**src/rtl/aes_host_link_if.sv**
```systemverilog
// Byte-stream and encryptor-side signal bundle for aes_host_link.
// slave = the link block itself, master = the host/encryptor environment.
interface aes_host_link_if;
    logic [7:0]   i_byte;
    logic         i_byte_valid;
    logic         o_byte_ready;
    logic         o_start;
    logic         i_load;
    logic [127:0] o_data;
    logic         o_data_received_text;
    logic         o_data_received_key;
    logic         i_send;
    logic [127:0] i_cipher_text;
    logic [7:0]   o_byte;
    logic         o_byte_valid;
    logic         i_byte_ready;
    logic         o_done;

    modport slave (
        input  i_byte, i_byte_valid, i_load, i_send, i_cipher_text, i_byte_ready,
        output o_byte_ready, o_start, o_data, o_data_received_text,
               o_data_received_key, o_byte, o_byte_valid, o_done
    );

    modport master (
        output i_byte, i_byte_valid, i_load, i_send, i_cipher_text, i_byte_ready,
        input  o_byte_ready, o_start, o_data, o_data_received_text,
               o_data_received_key, o_byte, o_byte_valid, o_done
    );
endinterface

```
**src/rtl/aes_host_link.sv**
```systemverilog
// Host-side link partner for the AES encryptor: collects text/key bytes, serves load, drains ciphertext.
// Optional: HOST_LINK_KEY_REUSE_EN keeps the last key so later blocks only need 16 text bytes.
module aes_host_link (
    input  logic              clk,
    input  logic              reset,
    aes_host_link_if.slave    bus
);
    localparam int unsigned BYTE_W = 8;
    localparam int unsigned BLK_W  = 128;
    localparam int unsigned ICNT_W = 5;
    localparam int unsigned OCNT_W = 4;

    typedef enum logic [2:0] {
        S_COLLECT, S_START, S_WAIT_LOAD, S_SEND_TEXT,
        S_SEND_KEY, S_WAIT_SEND, S_DRAIN, S_DONE
    } state_t;

    state_t              r_state, w_state_next;
    logic [ICNT_W-1:0]   r_in_cnt, w_in_cnt_next;
    logic [OCNT_W-1:0]   r_out_cnt, w_out_cnt_next;
    logic [BLK_W-1:0]    r_text, w_text_next;
    logic [BLK_W-1:0]    r_key, w_key_next;
    logic [BLK_W-1:0]    r_shift, w_shift_next;

    logic                r_byte_ready, w_byte_ready_next;
    logic                r_start, w_start_next;
    logic                r_rx_text, w_rx_text_next;
    logic                r_rx_key, w_rx_key_next;
    logic [BLK_W-1:0]    r_data, w_data_next;
    logic [BYTE_W-1:0]   r_byte, w_byte_next;
    logic                r_byte_valid, w_byte_valid_next;
    logic                r_done, w_done_next;

    logic                w_key_valid;
    logic                w_byte_take;
    logic                w_byte_give;
    logic                w_last_in;

`ifdef HOST_LINK_KEY_REUSE_EN
    logic r_key_valid;

    always_ff @(posedge clk or posedge reset) begin
        if (reset)                      r_key_valid <= 1'b0;
        else if (r_state == S_SEND_KEY) r_key_valid <= 1'b1;
    end

    assign w_key_valid = r_key_valid;
`else
    assign w_key_valid = 1'b0;
`endif

    // Ready/valid are only ever high in COLLECT/DRAIN, so they double as state qualifiers.
    assign w_byte_take = r_byte_ready & bus.i_byte_valid;
    assign w_byte_give = r_byte_valid & bus.i_byte_ready;
    assign w_last_in   = w_key_valid ? (r_in_cnt == ICNT_W'(15)) : (r_in_cnt == ICNT_W'(31));

    always_comb begin
        w_state_next   = r_state;
        w_in_cnt_next  = r_in_cnt;
        w_out_cnt_next = r_out_cnt;
        w_text_next    = r_text;
        w_key_next     = r_key;
        w_shift_next   = r_shift;

        case (r_state)
            S_COLLECT: begin
                if (w_byte_take) begin
                    // Shift-in gives big-endian order: first byte ends up in [127:120].
                    if (r_in_cnt[ICNT_W-1]) w_key_next  = {r_key[BLK_W-BYTE_W-1:0], bus.i_byte};
                    else                    w_text_next = {r_text[BLK_W-BYTE_W-1:0], bus.i_byte};
                    if (w_last_in) begin
                        w_in_cnt_next = '0;
                        w_state_next  = S_START;
                    end else begin
                        w_in_cnt_next = r_in_cnt + ICNT_W'(1);
                    end
                end
            end
            S_START:     w_state_next = S_WAIT_LOAD;
            S_WAIT_LOAD: if (bus.i_load) w_state_next = S_SEND_TEXT;
            S_SEND_TEXT: w_state_next = S_SEND_KEY;
            S_SEND_KEY:  w_state_next = S_WAIT_SEND;
            S_WAIT_SEND: begin
                if (bus.i_send) begin
                    w_shift_next = bus.i_cipher_text;
                    w_state_next = S_DRAIN;
                end
            end
            S_DRAIN: begin
                if (w_byte_give) begin
                    w_shift_next   = {r_shift[BLK_W-BYTE_W-1:0], BYTE_W'(0)};
                    w_out_cnt_next = r_out_cnt + OCNT_W'(1);
                    if (r_out_cnt == OCNT_W'(15)) w_state_next = S_DONE;
                end
            end
            S_DONE:  w_state_next = S_COLLECT;
            default: w_state_next = S_COLLECT;
        endcase

        // Outputs are decoded from the next state so they register in step with it.
        w_byte_ready_next = (w_state_next == S_COLLECT);
        w_start_next      = (w_state_next == S_START);
        w_rx_text_next    = (w_state_next == S_SEND_TEXT);
        w_rx_key_next     = (w_state_next == S_SEND_KEY);
        w_byte_valid_next = (w_state_next == S_DRAIN);
        w_done_next       = (w_state_next == S_DONE);
        w_byte_next       = w_byte_valid_next ? w_shift_next[BLK_W-1 -: BYTE_W] : BYTE_W'(0);
        w_data_next       = w_rx_text_next ? w_text_next :
                            w_rx_key_next  ? w_key_next  : BLK_W'(0);
    end

    always_ff @(posedge clk or posedge reset) begin
        if (reset) begin
            r_state      <= S_COLLECT;
            r_in_cnt     <= '0;
            r_out_cnt    <= '0;
            r_text       <= '0;
            r_key        <= '0;
            r_shift      <= '0;
            r_byte_ready <= 1'b0;
            r_start      <= 1'b0;
            r_rx_text    <= 1'b0;
            r_rx_key     <= 1'b0;
            r_data       <= '0;
            r_byte       <= '0;
            r_byte_valid <= 1'b0;
            r_done       <= 1'b0;
        end else begin
            r_state      <= w_state_next;
            r_in_cnt     <= w_in_cnt_next;
            r_out_cnt    <= w_out_cnt_next;
            r_text       <= w_text_next;
            r_key        <= w_key_next;
            r_shift      <= w_shift_next;
            r_byte_ready <= w_byte_ready_next;
            r_start      <= w_start_next;
            r_rx_text    <= w_rx_text_next;
            r_rx_key     <= w_rx_key_next;
            r_data       <= w_data_next;
            r_byte       <= w_byte_next;
            r_byte_valid <= w_byte_valid_next;
            r_done       <= w_done_next;
        end
    end

    assign bus.o_byte_ready         = r_byte_ready;
    assign bus.o_start              = r_start;
    assign bus.o_data_received_text = r_rx_text;
    assign bus.o_data_received_key  = r_rx_key;
    assign bus.o_data               = r_data;
    assign bus.o_byte               = r_byte;
    assign bus.o_byte_valid         = r_byte_valid;
    assign bus.o_done               = r_done;
endmodule

```
**src/flat_wrapper.sv**
```systemverilog
// flat-port wrapper written by rule: the top's interface ports become plain ports
module aes_host_link_flat 
  (clk, reset, bus_i_byte, bus_i_byte_valid, bus_i_load, bus_i_send, bus_i_cipher_text, bus_i_byte_ready, bus_o_byte_ready, bus_o_start, bus_o_data, bus_o_data_received_text, bus_o_data_received_key, bus_o_byte, bus_o_byte_valid, bus_o_done);
  aes_host_link_if bus_i ();
  input  logic clk;
  input  logic reset;
  input wire logic [$bits(bus_i.i_byte)-1:0] bus_i_byte;
  input wire logic [$bits(bus_i.i_byte_valid)-1:0] bus_i_byte_valid;
  input wire logic [$bits(bus_i.i_load)-1:0] bus_i_load;
  input wire logic [$bits(bus_i.i_send)-1:0] bus_i_send;
  input wire logic [$bits(bus_i.i_cipher_text)-1:0] bus_i_cipher_text;
  input wire logic [$bits(bus_i.i_byte_ready)-1:0] bus_i_byte_ready;
  output wire logic [$bits(bus_i.o_byte_ready)-1:0] bus_o_byte_ready;
  output wire logic [$bits(bus_i.o_start)-1:0] bus_o_start;
  output wire logic [$bits(bus_i.o_data)-1:0] bus_o_data;
  output wire logic [$bits(bus_i.o_data_received_text)-1:0] bus_o_data_received_text;
  output wire logic [$bits(bus_i.o_data_received_key)-1:0] bus_o_data_received_key;
  output wire logic [$bits(bus_i.o_byte)-1:0] bus_o_byte;
  output wire logic [$bits(bus_i.o_byte_valid)-1:0] bus_o_byte_valid;
  output wire logic [$bits(bus_i.o_done)-1:0] bus_o_done;
  assign bus_i.i_byte = bus_i_byte;
  assign bus_i.i_byte_valid = bus_i_byte_valid;
  assign bus_i.i_load = bus_i_load;
  assign bus_i.i_send = bus_i_send;
  assign bus_i.i_cipher_text = bus_i_cipher_text;
  assign bus_i.i_byte_ready = bus_i_byte_ready;
  assign bus_o_byte_ready = bus_i.o_byte_ready;
  assign bus_o_start = bus_i.o_start;
  assign bus_o_data = bus_i.o_data;
  assign bus_o_data_received_text = bus_i.o_data_received_text;
  assign bus_o_data_received_key = bus_i.o_data_received_key;
  assign bus_o_byte = bus_i.o_byte;
  assign bus_o_byte_valid = bus_i.o_byte_valid;
  assign bus_o_done = bus_i.o_done;
  aes_host_link u_core (.clk(clk), .reset(reset), .bus(bus_i));
endmodule
```
**config.mk**
```make
export PLATFORM = sky130hd
export DESIGN_NAME = aes_host_link_flat
export DESIGN_NICKNAME = d
export VERILOG_FILES = /design/src/rtl/aes_host_link_if.sv /design/src/rtl/aes_host_link.sv /design/src/flat_wrapper.sv
export SDC_FILE = /design/constraint.sdc
export NUM_CORES = 1
export LEC_CHECK = 0
export ABC_AREA = 1
export CORE_MARGIN = 2
export CORE_UTILIZATION = 56
export DETAILED_ROUTE_END_ITERATION = 6
export GPL_ROUTABILITY_DRIVEN = 0
export GPL_TIMING_DRIVEN = 0
export PLACE_DENSITY_LB_ADDON = 0.15
export SYNTH_ARGS = -nofsm -noshare
export SYNTH_HDL_FRONTEND = slang
export SYNTH_SLANG_ARGS = --single-unit
```
**constraint.sdc**
```tcl
create_clock -name clk -period 29 [get_ports clk]
set_input_delay 7.25 -clock clk [delete_from_list [all_inputs] [get_ports clk]]
set_output_delay 7.25 -clock clk [all_outputs]
set_load 0.1 [all_outputs]
```
Word-level counts from Yosys, hierarchy flattened

Cells that the tools add are included.

Bitwise operators: 2
Add/subtract/negate cells: 2
Mux-type cells: 20
Equality and inequality tests: 16
Reduce and logical (&&, ||, !) cells: 6

Operators with widths:

| cell                | number |
|---|---|
| $mux 128            | 10 |
| $pmux 128 s2        | 1 |
| $pmux 3 s8          | 1 |
| $eq 3x3->1 const B  | 7 |
| $mux 3              | 6 |
| $eq 3x2->1 const B  | 3 |
| $mux 8              | 1 |
| $eq 3x1->1 const B  | 2 |
| $logic_not 3->1     | 2 |
| $add 5x1->5 const B | 1 |
| $eq 5x5->1 const B  | 1 |
| $mux 5              | 1 |
| $add 4x1->4 const B | 1 |
| $eq 4x4->1 const B  | 1 |
| $reduce_and 2->1    | 2 |
| $reduce_and 3->1    | 1 |
| $and 1x1->1         | 2 |
| $ne 2x1->1 const B  | 1 |
| $ne 2x2->1 const B  | 1 |
| $reduce_bool 2->1   | 1 |

Flip-flop bits (word level): 538
Output and inout port bits: 142
Input port bits: 142

Logic depth before layout (Yosys ltp)

Gate-level depths: netlist of the first run.

Word-level depth: 7
Gate-level depth with buffers: 11

Least setup slack after synthesis of the first run

No wires, ideal clock.

Path kind: in2reg
Start: input bus_i_byte_ready
End: register u_core.r_shift[13]
Cell stages on the path: 7
Data arrival time: 8.200 ns
Data required time: 28.876 ns
Path slack: 20.676 ns
Path through: nand2_1 nor2_1 buf_2 buf_4 buf_4 a22oi_1 nand2_1

Word-level cells in the longest chain between the ends: 3

Ends and longest elaborated chain:

| item                              | RTL line             | source |
|---|---|---|
| start: declaration                | flat_wrapper.sv:12   | `input wire logic [$bits(bus_i.i_byte_ready)-1:0] bus_i_byte_ready;` |
| $and 1x1->1                       | aes_host_link.sv:54  | `assign w_byte_give = r_byte_valid & bus.i_byte_ready;` |
| $ne 2x1->1 (no source line)       | n/a                  |  |
| $reduce_and 3->1 (no source line) | n/a                  |  |
| end signal: assignment            | aes_host_link.sv:134 | `r_shift <= w_shift_next;` |
| end: declaration                  | aes_host_link.sv:23  | `logic [BLK_W-1:0] r_shift, w_shift_next;` |

Every way passes these cells.
A chain may end at the register's enable or synchronous reset.

Worst setup path in the final report of the first run

Start: register u_core.r_data[4], in the netlist u_core.bus.o_data[4]
End: output bus_o_data[4]

RTL lines:

| item                     | RTL line             | source |
|---|---|---|
| start: declaration       | aes_host_link.sv:29  | `logic [BLK_W-1:0] r_data, w_data_next;` |
| start signal: assignment | aes_host_link.sv:139 | `r_data <= w_data_next;` |
| end: declaration         | flat_wrapper.sv:15   | `output wire logic [$bits(bus_i.o_data)-1:0] bus_o_data;` |

No word-level cell between the ends.

==> results of run 1 <==
cell families (layout without fill, tap and decap cells):
logic type      count (synthesis)  count (layout)
flops                         538             538
simple gates                 1531            1531
xor+xnor                        4               4
buf+inv                       454             842
compound gates                127             127
fa+ha+maj                       3               3
other cells                     0               2
cell type report:
class	count	area share [%]
Clock buffer	81	5.79
Tap cell	539	2.32
Inverter	300	3.89
Timing Repair Buffer	287	10.2
Clock inverter	20	1.05
Multi-Input combinational cell	1665	27.6
Antenna cell	2	0.0172
Buffer	154	2.93
Sequential cell	538	46.2
cells in the mapped netlist (4+ instances only):
cell type  instances
nor2_1            30
buf_4             26
a21oi_1            4
nand2_1          716
o21ai_0           12
buf_1              5
a22oi_1          111
dfrtp_1          538
buf_6             14
and2_1           256
nand3_1          522
buf_2             57
inv_1            298
clkbuf_1          52
worst paths after layout:
check / from / cells past startpoint / slack [ps] / end
min reg2reg: u_core.r_out_cnt[3]$_DFFE_PP0P_ / 1 / 470 / u_core.r_out_cnt[3]$_DFFE_PP0P_
max in group asynchronous: reset / 5 / 20270 / u_core.bus.o_data[89]$_DFF_PP0_
max reg2reg: u_core.r_in_cnt[4]$_DFFE_PP0P_ / 5 / 26650 / u_core.r_text[48]$_DFF_PP0_
min in group asynchronous: reset / 2 / 7070 / u_core.r_shift[88]$_DFFE_PP0P_
max: u_core.bus.o_data[4]$_DFF_PP0_ / 1 / 19600 / bus_o_data[4]
min: u_core.r_out_cnt[3]$_DFFE_PP0P_ / 1 / 470 / u_core.r_out_cnt[3]$_DFFE_PP0P_
metal layers:
layer / up-vias / global-route usage, %
met5: - / 0
met4: 0 / 10.0
met3: 113 / 4.19
met2: 611 / 46.2
met1: 9386 / 40.6
li1: 9102 / -
flip-flops by register name (all words and copies together) (netlist names):
signal and flops:
u_core.bus.o_byte 8, u_core.bus.o_byte_ready 1, u_core.bus.o_byte_valid 1, u_core.bus.o_data 128, u_core.bus.o_data_received_key 1, u_core.bus.o_data_received_text 1, u_core.bus.o_done 1, u_core.bus.o_start 1
u_core.r_in_cnt 5, u_core.r_key 128, u_core.r_out_cnt 4, u_core.r_shift 128, u_core.r_state 3, u_core.r_text 128
power by group through the flow:
stage	logic [mW]	clock network, mW	registers (mW)
final	1.00	0.766	0.991
after detailed placement	0.996	0	1.00
after global placement	0.983	0	0.999
after CTS	1.00	0.777	0.990
after global routing	1.06	0.809	1.01
after floorplan	0.300	0	1.42
per-stage QoR:
step           cells  hold WS [ps]  power (mW)  util [%]  worst slack [ps]
3_5_place_dp    3483           461        2.00      65.1             19560
3_3_place_gp    3478           452        1.98      64.8               968
6_report        3586           469        2.76      69.9             19600
4_1_cts         3584           471        2.77      69.9             19580
2_1_floorplan   2657           437        1.72         -              6710
5_1_grt         3586           491        2.88      69.9             19540
==> qor.csv, run 1 <==
stage;metric;value;unit
synth;leading post-synthesis cells by cell area;dfrtp_1 57%, nand2_1 11%, nand3_1 11%;
synth;register bit count reported by yosys;538;
synth;largest family of logic cells by synthesized area;simple AND/OR/NAND/NOR gates;
synth;Synth cell types;23;
routing;vias;19200;
synth;main flop type after synthesis;dfrtp_1;
global_routing;overflow left after global routing;0;
flow_run;max_cap viols;0;
final_layout;fraction of layout cells with a size suffix above 1;6.67;%
critical_path;worst-path fanout max;1;
die;chip height;209;µm
critical_path;Crit Path Category;register to output port;
die;initial core utilization;56.4;%
synth;EDFF count, synth;0;
synth;mux share of post-synthesis cell area;0;%
global_routing;largest net degree at the start of global routing;122;
sta;ratio of final minimum period to clock period;32.4;%
sta;Tightest Pin Transition;1070;ps
die;# IOs;284;
sta;# setup viols final;0;
sta;Fmax;106;MHz
power;Clk pwr share;27.8;%
synth;mean area per synthesized cell;8.84;µm²
critical_path;Crit-path slowest cell;clkdlybuf4s50_1;
routing;Residual DRC;2;
clocking;htree depth;2;
clocking;CTS buffer count;55;
critical_path;critical path's largest stage delay;1160;ps
power;Comb power frac;36.3;%
synth;async set or reset register ratio after synthesis;100;%
power;register share of total power;35.9;%
sta;Sum Neg Setup Slack;0;ps
power;Int Power;1.62;mW
run_status;failing checks;DRC;
clocking;post-CTS sizing;0;
global_routing;first-pass GRT wire length;100000;µm
power;Net Sw Frac;41.3;%
clocking;clock sinks;538;
placed_design;Placed Area;27100;µm²
sta;RSZ-0062 raised after global routing;false;
sta;Max-slew headroom;28.3;%
routing;max layer used;met4;
global_routing;vias in the first global route;19300;
clocking;root buf cell;clkbuf_16;
die;Core ar.;41700;µm²
final_layout;Final nets;3146;
routing;Iteration-0 DRC Markers;1674;
routing;routed wire length;61500;µm
power;Power Density;94.7;nW/µm²
synth;top cell type's share of synthesized area;57.3;%
clocking;worst skew pair latency;600;ps
clocking;TritonCTS clock tree;built;
routing;wl on met1;27200;µm
final_layout;synthesis-to-layout area growth;24.0;%
power;static leakage;14.4;nW
routing;antenna-violating nets left;0;
final_layout;fillers;3248;
clocking;CTS Buffer Depth;3;
final_layout;total area of sequential cells;13500;µm²
global_routing;Total GRT Usage;28.8;%
sta;clock skew;13.5;ps
final_layout;commonest non-fill, non-tap cell in the layout;nand2_1;
routing;routed wire length per instance;17.2;µm
die;Die ar.;43600;µm²
critical_path;crit-path cells;clkdlybuf4s50_1;
synth;area fraction in compound gates after synthesis;3.89;%
critical_path;Critical Path RT;21750;ps
routing;first-pass iteration count of the detailed router;7;
routing;via/cell ratio;5.36;
hold_path;Min-Delay Path Class;register to register;
critical_path;WP buf/inv;1;
synth;post-synthesis cell count;2657;
power;peak supply drop;0.0784;mV
die;Die X-Extent;209;µm
critical_path;Top delay family on crit path;buffers and inverters;
die;std cell rows;75;
critical_path;Arrival @ worst endpoint;2150;ps
routing;met2 routed WL;29100;µm
placed_design;I/O Buffers;282;
synth;synthesized area;23500;µm²
clocking;CTS Hold Bufs;0;
synth;Synth Area in Simple Gates;30.1;%
critical_path;Worst setup SP type;register;
clocking;Clock Pin Slew Worst Setup and Hold Paths;60;ps
final_layout;most frequent cells in the layout;716 x nand2_1, 538 x dfrtp_1, 522 x nand3_1, 297 x inv_1, 282 x clkdlybuf4s50_1;
placed_design;DP HPWL;43200;µm
routing;metal3 WL;3440;µm
synth;Post-Synth XOR/XNOR Area;0.149;%
power;sw power;1.14;mW
synth;area leader, netlist;dfrtp_1;
sta;fin crit period;9400;ps
synth;synthesized net count;2802;
run_status;outcome;finished, violations left;
synth;YS warnings;0;
sta;Final Max Slew Viols;0;
final_layout;multi-input logic area;8050;µm²
critical_path;Critical Path End Type;output port;
final_layout;Final Cell Area;29100;µm²
clocking;post-CTS setup buffers;0;
synth;post-synthesis sequential area ratio;57.3;%
synth;Adder-Cell Fraction of Synth Area;0.160;%
sta;final hold vios;0;
global_routing;initial antenna violation count;2;
No activity file was read; power rests on OpenSTA's default activity.
==> run 2, diff against run 1 <==
==> constraint.sdc (replaced) <==
create_clock -name clk -period 9.8 [get_ports clk]
set_input_delay 2.45 -clock clk [delete_from_list [all_inputs] [get_ports clk]]
set_output_delay 2.45 -clock clk [all_outputs]
set_load 0.1 [all_outputs]
==> qor.csv, run 2 (synthesis gave the netlist of run 1 again) <==
stage;metric;value;unit;change
placed_design;Placed Area;27300;µm²;was 27100 µm²
routing;routed wire length;62300;µm;was 61500 µm
routing;antenna-violating nets left;0;;unchanged
final_layout;commonest non-fill, non-tap cell in the layout;nand2_1;;unchanged
sta;final hold vios;0;;unchanged
sta;Final Max Slew Viols;0;;unchanged
sta;Fmax;217;MHz;
sta;fin crit period;4620;ps;
critical_path;Worst R2R End;u_core.bus.o_data[66]$_DFF_PP0_;;was u_core.r_text[48]$_DFF_PP0_
die;# IOs;284;;unchanged
placed_design;DP HPWL;44700;µm;was 43200 µm
sta;Max-slew headroom;28.8;%;was 28.3%
global_routing;largest net degree at the start of global routing;46;;was 122
flow_run;max_cap viols;0;;unchanged
global_routing;vias in the first global route;19300;;unchanged
clocking;htree depth;2;;unchanged
power;static leakage;14.4;nW;about the same
critical_path;Critical Path RT;7350;ps;was 21750 ps
final_layout;fraction of layout cells with a size suffix above 1;6.91;%;was 6.67%
critical_path;reg2reg setup slack;7380;ps;was 26650 ps
critical_path;critical path's largest stage delay;1160;ps;about the same
global_routing;Total GRT Usage;29.3;%;was 28.8%
die;initial core utilization;56.4;%;unchanged
power;peak supply drop;0.244;mV;was 0.0784 mV
hold_path;Min-Delay Path Class;register to register;;unchanged
clocking;post-CTS setup buffers;0;;unchanged
routing;routed wire length per instance;17.3;µm;was 17.2 µm
sta;RSZ-0062 raised after global routing;false;;unchanged
clocking;clock sinks;538;;unchanged
final_layout;Final nets;3155;;was 3146
sta;clock skew;21.2;ps;was 13.5 ps
clocking;root buf cell;clkbuf_16;;unchanged
routing;vias;19400;;was 19200
routing;first-pass iteration count of the detailed router;7;;unchanged
die;Core ar.;41700;µm²;unchanged
routing;via/cell ratio;5.39;;was 5.36
hold_path;WHS Path Cells;1;;unchanged
die;Die X-Extent;209;µm;unchanged
critical_path;FF-to-FF path depth;6;;was 5
clocking;CTS Buffer Depth;3;;unchanged
sta;Tightest Pin Transition;1060;ps;was 1070 ps
critical_path;Arrival @ worst endpoint;2170;ps;was 2150 ps
placed_design;I/O Buffers;282;;unchanged
hold_path;Worst Min Path Start;u_core.r_out_cnt[3]$_DFFE_PP0P_;;unchanged
clocking;TritonCTS clock tree;built;;unchanged
routing;Iteration-0 DRC Markers;1679;;was 1674
critical_path;Crit-path slowest cell;clkdlybuf4s50_1;;unchanged
sta;# setup viols final;0;;unchanged
final_layout;most frequent cells in the layout;716 x nand2_1, 538 x dfrtp_1, 522 x nand3_1, 297 x inv_1, 282 x clkdlybuf4s50_1;;unchanged
run_status;failing checks;DRC;;unchanged
clocking;CTS buffer count;55;;unchanged
power;Power, Total;8.09;mW;was 2.76 mW
critical_path;WP buf/inv;1;;unchanged
final_layout;final non-filler cell total;3596;;was 3586
routing;Residual DRC;5;;was 2
critical_path;Critical Path End Type;output port;;unchanged
sta;Sum Neg Setup Slack;0;ps;unchanged
clocking;CTS Hold Bufs;0;;unchanged
die;Die ar.;43600;µm²;unchanged
critical_path;Crit Path Category;register to output port;;unchanged
critical_path;crit-path cells;clkdlybuf4s50_1;;unchanged
final_layout;Final Cell Area;29200;µm²;was 29100 µm²
critical_path;RR Startpoint;u_core.r_state[1]$_DFF_PP0_;;was u_core.r_in_cnt[4]$_DFFE_PP0P_
die;chip height;209;µm;unchanged
global_routing;first-pass GRT wire length;102000;µm;was 100000 µm
die;std cell rows;75;;unchanged
placed_design;placed cell count;3492;;was 3483
global_routing;overflow left after global routing;0;;unchanged
sta;ratio of final minimum period to clock period;47.1;%;
clocking;post-CTS sizing;0;;unchanged
final_layout;synthesis-to-layout area growth;24.2;%;was 24.0%
global_routing;initial antenna violation count;3;;was 2
critical_path;Worst setup SP type;register;;unchanged
hold_path;Hold EP;u_core.r_out_cnt[3]$_DFFE_PP0P_;;unchanged
clocking;worst skew pair latency;600;ps;about the same
run_status;outcome;finished, violations left;;unchanged
power;Power Density;277;nW/µm²;was 94.7 nW/µm²
critical_path;Top delay family on crit path;buffers and inverters;;unchanged
critical_path;worst-path fanout max;1;;unchanged
clocking;Clock Pin Slew Worst Setup and Hold Paths;60;ps;about the same
==> run 2: how the worst max path moves through the flow <==
stage,start,to,slack [ps],cells past startpoint
final,u_core.bus.o_data[4]$_DFF_PP0_,bus_o_data[4],5180,1
after global routing,reset,u_core.r_key[30]$_DFF_PP0_,5090,8
after CTS,u_core.bus.o_data[13]$_DFF_PP0_,bus_o_data[13],5170,1
after detailed placement,reset,u_core.bus.o_data[53]$_DFF_PP0_,4720,8
after global placement,reset,u_core.bus.o_data[47]$_DFF_PP0_,-3110,2
after floorplan,reset,u_core.bus.o_byte[0]$_DFF_PP0_,30,1
==> run 2: layout make-up <==
type / instances / area [µm²]
clock inverters: 21 / 238
inverters: 300 / 1130
flip-flops and latches: 538 / 13500
multi-input cells: 1665 / 8050
diodes: 3 / 7.51
repair buffers: 296 / 3100
plain buffers: 154 / 852
well taps: 539 / 674
fillers: 3231 / 12500
clock buffers: 80 / 1660
==> run 2: metrics by stage <==
stage | setup WS, ps | util, % | hold slack (ps)
finish | 5180 | 70.0 | 467
global route | 5090 | 70.0 | 477
CTS | 5170 | 70.0 | 469
detailed placement | 4720 | 65.5 | 455
global placement | -3110 | 64.8 | 452
floorplan | 34.0 | - | 437
==> run 2: metal layers <==
metal / track usage, % / up-vias / wire length [µm]
met5: 0 / - / 0
met4: 10.5 / 0 / 2070
met3: 3.76 / 132 / 3690
met2: 46.6 / 701 / 29400
met1: 41.8 / 9433 / 27100
li1: - / 9111 / -
==> run 2: power by group <==
group,internal [mW],switching [mW]
combinational,0.714,2.27
sequential,2.69,0.243
clock,1.30,0.873
